### src/rtl/code_converter_unit_if.sv
// code_converter_unit_if: word/select/valid request and registered result bundle
interface code_converter_unit_if #(parameter int WIDTH = 4);
    logic [WIDTH-1:0] code_in;
    logic [WIDTH-1:0] code_out;
    logic [1:0] select;
    logic in_valid;
    logic out_valid;
    logic code_err;
    modport master(output code_in, select, in_valid, input code_out, out_valid, code_err);
    modport slave(input code_in, select, in_valid, output code_out, out_valid, code_err);
endinterface

### src/rtl/code_converter_unit.sv
// code_converter_unit: 1-cycle registered bin/Gray/BCD/XS3 converter
// optional BCD/XS3 range check compiled in by CODE_CONV_RANGE_CHECK_EN
module code_converter_unit #(parameter int WIDTH = 4) (
    input logic clk,
    input logic rst,
    code_converter_unit_if.slave bus
);
    logic [WIDTH-1:0] b2g, g2b, f_out;
    logic bcd_bad, xs3_bad, f_err;
    assign b2g = bus.code_in ^ (bus.code_in >> 1);
    // each binary bit is the parity of all Gray bits at or above it
    for (genvar i = 0; i < WIDTH; i++) begin : g_g2b
        assign g2b[i] = ^bus.code_in[WIDTH-1:i];
    end
`ifdef CODE_CONV_RANGE_CHECK_EN
    assign bcd_bad = bus.code_in > WIDTH'(9);
    assign xs3_bad = (bus.code_in < WIDTH'(3)) || (bus.code_in > WIDTH'(12));
`else
    assign bcd_bad = 1'b0;
    assign xs3_bad = 1'b0;
`endif
    always_comb begin
        f_err = bus.select == 2'd1 ? bcd_bad : bus.select == 2'd3 ? xs3_bad : 1'b0;
        f_out = f_err ? '0 :
                bus.select == 2'd0 ? b2g :
                bus.select == 2'd1 ? bus.code_in + WIDTH'(3) :
                bus.select == 2'd2 ? g2b : bus.code_in - WIDTH'(3);
    end
    always_ff @(posedge clk or posedge rst) begin
        if (rst) begin
            bus.code_out <= '0;
            bus.code_err <= 1'b0;
            bus.out_valid <= 1'b0;
        end else begin
            bus.out_valid <= bus.in_valid;
            if (bus.in_valid) begin
                bus.code_out <= f_out;
                bus.code_err <= f_err;
            end
        end
    end
endmodule

### src/flat_wrapper.sv
// flat-port wrapper written by rule: the top's interface ports become plain ports
module code_converter_unit_flat 
#(parameter int WIDTH = 4)
  (clk, rst, bus_code_in, bus_select, bus_in_valid, bus_code_out, bus_out_valid, bus_code_err);
  code_converter_unit_if #(.WIDTH(WIDTH)) bus_i ();
  input logic clk;
  input logic rst;
  input wire logic [$bits(bus_i.code_in)-1:0] bus_code_in;
  input wire logic [$bits(bus_i.select)-1:0] bus_select;
  input wire logic [$bits(bus_i.in_valid)-1:0] bus_in_valid;
  output wire logic [$bits(bus_i.code_out)-1:0] bus_code_out;
  output wire logic [$bits(bus_i.out_valid)-1:0] bus_out_valid;
  output wire logic [$bits(bus_i.code_err)-1:0] bus_code_err;
  assign bus_i.code_in = bus_code_in;
  assign bus_i.select = bus_select;
  assign bus_i.in_valid = bus_in_valid;
  assign bus_code_out = bus_i.code_out;
  assign bus_out_valid = bus_i.out_valid;
  assign bus_code_err = bus_i.code_err;
  code_converter_unit #(.WIDTH(WIDTH)) u_core (.clk(clk), .rst(rst), .bus(bus_i));
endmodule
### config.mk
export PLATFORM = sky130hd
export DESIGN_NAME = code_converter_unit_flat
export DESIGN_NICKNAME = d
export VERILOG_FILES = /design/src/rtl/code_converter_unit_if.sv /design/src/rtl/code_converter_unit.sv /design/src/flat_wrapper.sv
export SDC_FILE = /design/constraint.sdc
export NUM_CORES = 1
export LEC_CHECK = 0
export BUFFER_PORTS_ARGS = -buffer_cell sky130_fd_sc_hd__buf_2
export CORE_AREA = 2 2 39 41
export DETAILED_ROUTE_END_ITERATION = 7
export DIE_AREA = 0 0 41 43
export PLACE_DENSITY = 0.68
export SKIP_CTS_REPAIR_TIMING = 1
export SLEW_MARGIN = 40
export SYNTH_ARGS = -nofsm -noshare
export SYNTH_HDL_FRONTEND = slang
export SYNTH_SLANG_ARGS = --single-unit
export TNS_END_PERCENT = 1
### constraint.sdc
create_clock -name clk -period 1 [get_ports clk]
set_input_delay 0.1 -clock clk [delete_from_list [all_inputs] [get_ports clk]]
set_output_delay 0.1 -clock clk [all_outputs]
set_load 0.1 [all_outputs]
==> results.txt <==
The run finished with clean final reports. The final antenna diode count came out at 0. Summing all flip-flop and latch instances after layout gives about 130 sq um. The average cell area after synthesis came out at about 9.0 sq um. The number of clock buffers added by TritonCTS is 3. After technology mapping, the gate count stands at a little over 50. The instance area after placement came out at roughly 640 sq um. The die height is about 43 um. The global-route usage over all layers came out at 0.147.

The analysis attributes to net switching a power of 0.000399 W. Measured on the finished design, the core utilization comes to 0.487. The filler cells instantiated in the layout total 143. The end of the worst register-to-register path is u_core.bus.code_out[2]$_DFFE_PP0P_.

On the final layout, the worst clock skew is 0 ns. The number of cells on the worst hold path is 2. The number of max-cap violations came out at 0. The achievable frequency came out at 1070 MHz. After synthesis, the most frequently instantiated cells are sky130_fd_sc_hd__dfrtp_1, sky130_fd_sc_hd__ha_1, sky130_fd_sc_hd__inv_1, sky130_fd_sc_hd__nand3_1. Using the TritonRoute via totals, the vias-per-cell ratio works out to between 4 and 5.

The primary flip-flop cell chosen by synthesis mapping is sky130_fd_sc_hd__dfrtp_1. The tree is rooted in a sky130_fd_sc_hd__clkbuf_4. Clock-pin slew was measured on the worst setup and hold paths at 0.04 ns.

When the netlist entered floorplanning its net count stood at 65. The post-layout net count came out at between 80 and 90. The overall power of the completed layout is about 0.00096 W.

TritonCTS built the clock tree. The horizontal extent of the die is ~40 um. Setup repair after global routing left no endpoint under its margin. In this run the worst setup path terminates at bus_code_out[3].

The first detailed-routing pass took 2 iterations. After detailed routing, the number of remaining DRC violations is 0. The path category of the worst min-delay check is input pin to register. The share of total power dissipated in the clock network is 0.242. STA classifies the critical path endpoint as an output pin. The internal portion of total power is ~0.00056 W.

The number of synthesis warnings is 0. The initial core utilization came out at 0.331. The count of buffers from port buffering is 13. The slowest stage of the critical path belongs to the cell sky130_fd_sc_hd__dfrtp_2. Among cell families on the critical path, the largest total delay comes from flip-flops.

For this run, the slowest stage of the critical path takes between 0.4 and 0.5 ns. The average wire per standard cell is around 12 um. The cell area that synthesis handed to floorplanning was ~460 sq um. Sorting the synthesized cells by area gives the leading types as sky130_fd_sc_hd__dfrtp_1, sky130_fd_sc_hd__ha_1, sky130_fd_sc_hd__nand3_1.

The final-report hold violation count came to 0. The share of total power dissipated in combinational logic is 0.489. The number of clock sinks is 5. The final worst-path setup slack is ~0.064 ns. The origin of the critical flop-to-flop path is u_core.bus.code_out[2]$_DFFE_PP0P_. The number of nets with antenna violations after detailed routing is 0. In this run, synthesis produced a sequential element count of 5. The number of enable-type register cells in the synthesized netlist is 0.

Clock latency on the worst-skew pair, taken at its later pin, is between 0.2 and 0.25 ns. Compared with the post-synthesis result, the final layout area differs by 47.3%. STA classifies the critical path startpoint as a register.

At the placement stage, the worst setup path has a slack of -0.158 ns. The final estimated routing congestion in global placement is around 0.8. The slack of the worst reg-to-reg path is 0.10 ns. The post-detailed-routing wire length came out at ~1000 um.

The largest voltage drop on the vdd net is ~1.0 mV. The first-pass GRT wire length is 1700 um. Traced cell by cell, the critical path runs through buf_12. The finished cells cover ~670 sq um.

The maximum fanout along the worst path is 2. The share of the clock period used by the worst path came out at 0.936. 15 I/O pins were placed. The post-route setup TNS came out at 0 ns. The count of standard-cell rows came out at 14.

The fraction of layout instances using a drive strength above 1 is 0.366. The total stage count of the critical path is 1. The area occupied by multi-input gates came out at between 200 and 300 sq um.

The count of unique library cells instantiated by Yosys is 28. Detailed routing inserted a total of roughly 430 vias. The sequential share of the synthesized area is 0.273. The biggest area contributor in the post-synthesis netlist is sky130_fd_sc_hd__dfrtp_1.

The total buffers and inverters traversed by the critical path came out at 1. The clock period minus final worst setup slack is between 0.9 and 1 ns. The buffer levels on the longest clock path is 2. The most critical setup path has its startpoint at u_core.bus.code_out[3]$_DFFE_PP0P_.

Of the total power, registers draw 0.269. At the worst endpoint, the required time is ~0.9 ns. For the worst setup path, the data arrival time is 0.84 ns. The die covers ~1800 sq um. The total congestion overflow is 0.

The areal power density over the cells came out at about 1400 nW/um^2. For this run, asynchronously set or reset flops after synthesis account for 1.00. After the first detailed-routing iteration, the DRC count stood at 7. Of the total power, the share spent switching nets is 0.416.

The category of the critical setup timing path is register to output pin. The worst-case reg-to-reg path depth came out at 3. The pin count of the biggest net entering global routing came out at 11. The via count of the first global-routing pass is approximately 440. The final max-slew violation count came to 0. The placeable core region is around 1400 sq um.

The setup violation total in the final timing report is 0. The initial antenna violation count is 0. The portion of synthesized cell area occupied by the leading cell type came out at 0.273. In this run the number of H-tree levels came out at 1. The static leakage power is approximately 0.34 nW.
## kinds of logic after synthesis
logic type      after synthesis  synth area share
simple gates                 17             0.219
compound gates               10             0.191
buf+inv                      10             0.112
fa+ha+maj                     5             0.137
flops                         5             0.273
xor+xnor                      2            0.0383
other cells                   1           0.00819
mux                           1            0.0219
## placed cells by master (no fill, tap or decap)
| cell type | count |
|---|---|
| sky130_fd_sc_hd__xor2_1 | 1 |
| sky130_fd_sc_hd__clkbuf_1 | 1 |
| sky130_fd_sc_hd__clkbuf_4 | 3 |
| sky130_fd_sc_hd__dfrtp_1 | 2 |
| sky130_fd_sc_hd__nand2_1 | 3 |
| sky130_fd_sc_hd__and3b_1 | 1 |
| sky130_fd_sc_hd__inv_1 | 5 |
| sky130_fd_sc_hd__nor3_1 | 1 |
| sky130_fd_sc_hd__mux2i_1 | 1 |
| sky130_fd_sc_hd__a21boi_0 | 1 |
| sky130_fd_sc_hd__nor2b_1 | 3 |
| sky130_fd_sc_hd__a31oi_1 | 1 |
| sky130_fd_sc_hd__nor3b_1 | 1 |
| sky130_fd_sc_hd__conb_1 | 1 |
| sky130_fd_sc_hd__a2111o_1 | 2 |
| sky130_fd_sc_hd__ha_1 | 5 |
| sky130_fd_sc_hd__nand4_1 | 1 |
| sky130_fd_sc_hd__and2b_1 | 1 |
| sky130_fd_sc_hd__and3b_2 | 1 |
| sky130_fd_sc_hd__dlygate4sd3_1 | 1 |
| sky130_fd_sc_hd__a2bb2oi_1 | 1 |
| sky130_fd_sc_hd__a21o_1 | 2 |
| sky130_fd_sc_hd__o22a_1 | 1 |
| sky130_fd_sc_hd__xnor2_1 | 1 |
| sky130_fd_sc_hd__nand3_1 | 5 |
| sky130_fd_sc_hd__buf_4 | 6 |
| sky130_fd_sc_hd__buf_12 | 5 |
| sky130_fd_sc_hd__buf_2 | 8 |
| sky130_fd_sc_hd__a221o_1 | 1 |
| sky130_fd_sc_hd__a32oi_1 | 1 |
| sky130_fd_sc_hd__dfrtp_2 | 3 |
| sky130_fd_sc_hd__clkinv_1 | 1 |
## through the flow
step	cells	hold slack (ns)
after CTS	86	-0.250
after floorplan	51	-0.122
after detailed placement	82	0.0108
final	87	0.154
after global placement	82	0.00924
after global routing	87	0.169
## how the worst min path moves through the flow
stage | end | slack (ns) | start
2_1_floorplan | u_core.bus.code_out[0]$_DFFE_PP0P_ | -0.12 | rst
3_3_place_gp | u_core.bus.out_valid$_DFF_PP0_ | 0.009 | rst
3_5_place_dp | u_core.bus.out_valid$_DFF_PP0_ | 0.01 | rst
4_1_cts | u_core.bus.code_out[2]$_DFFE_PP0P_ | -0.25 | rst
5_1_grt | u_core.bus.out_valid$_DFF_PP0_ | 0.17 | bus_in_valid
6_report | u_core.bus.out_valid$_DFF_PP0_ | 0.15 | bus_in_valid
## power groups by stage
stage | Sequential (W) | Clock, W | Combinational [W]
after CTS | 0.000258 | 0.000242 | 0.000469
after global placement | 0.000261 | 0 | 0.000461
after detailed placement | 0.000261 | 0 | 0.000468
after global routing | 0.000260 | 0.000257 | 0.000494
after floorplan | 0.000426 | 0 | 0.000127
final | 0.000258 | 0.000232 | 0.000468
## routing by layer
metal | routed length, um | GRT usage | vias to the layer above
met5 | 0 | 0 | -
met4 | 0 | 0.0200 | 0
met3 | 53 | 0.0942 | 0
met2 | 542 | 0.234 | 11
met1 | 417 | 0.162 | 196
li1 | - | - | 219
## layout make-up
cell class                 instances  share of cell area
tap                               16              0.0297
clock buffer                       4              0.0390
multi-input combinational         36               0.417
inverter                           6              0.0334
sequential                         5               0.191
timing repair buffer              20               0.289
## flip-flops by register name, indices dropped and copies added, names as in the netlist
register	flops
u_core.bus.out_valid	1
u_core.bus.code_out	4
Note: power is estimated with default switching activity, not from simulation.
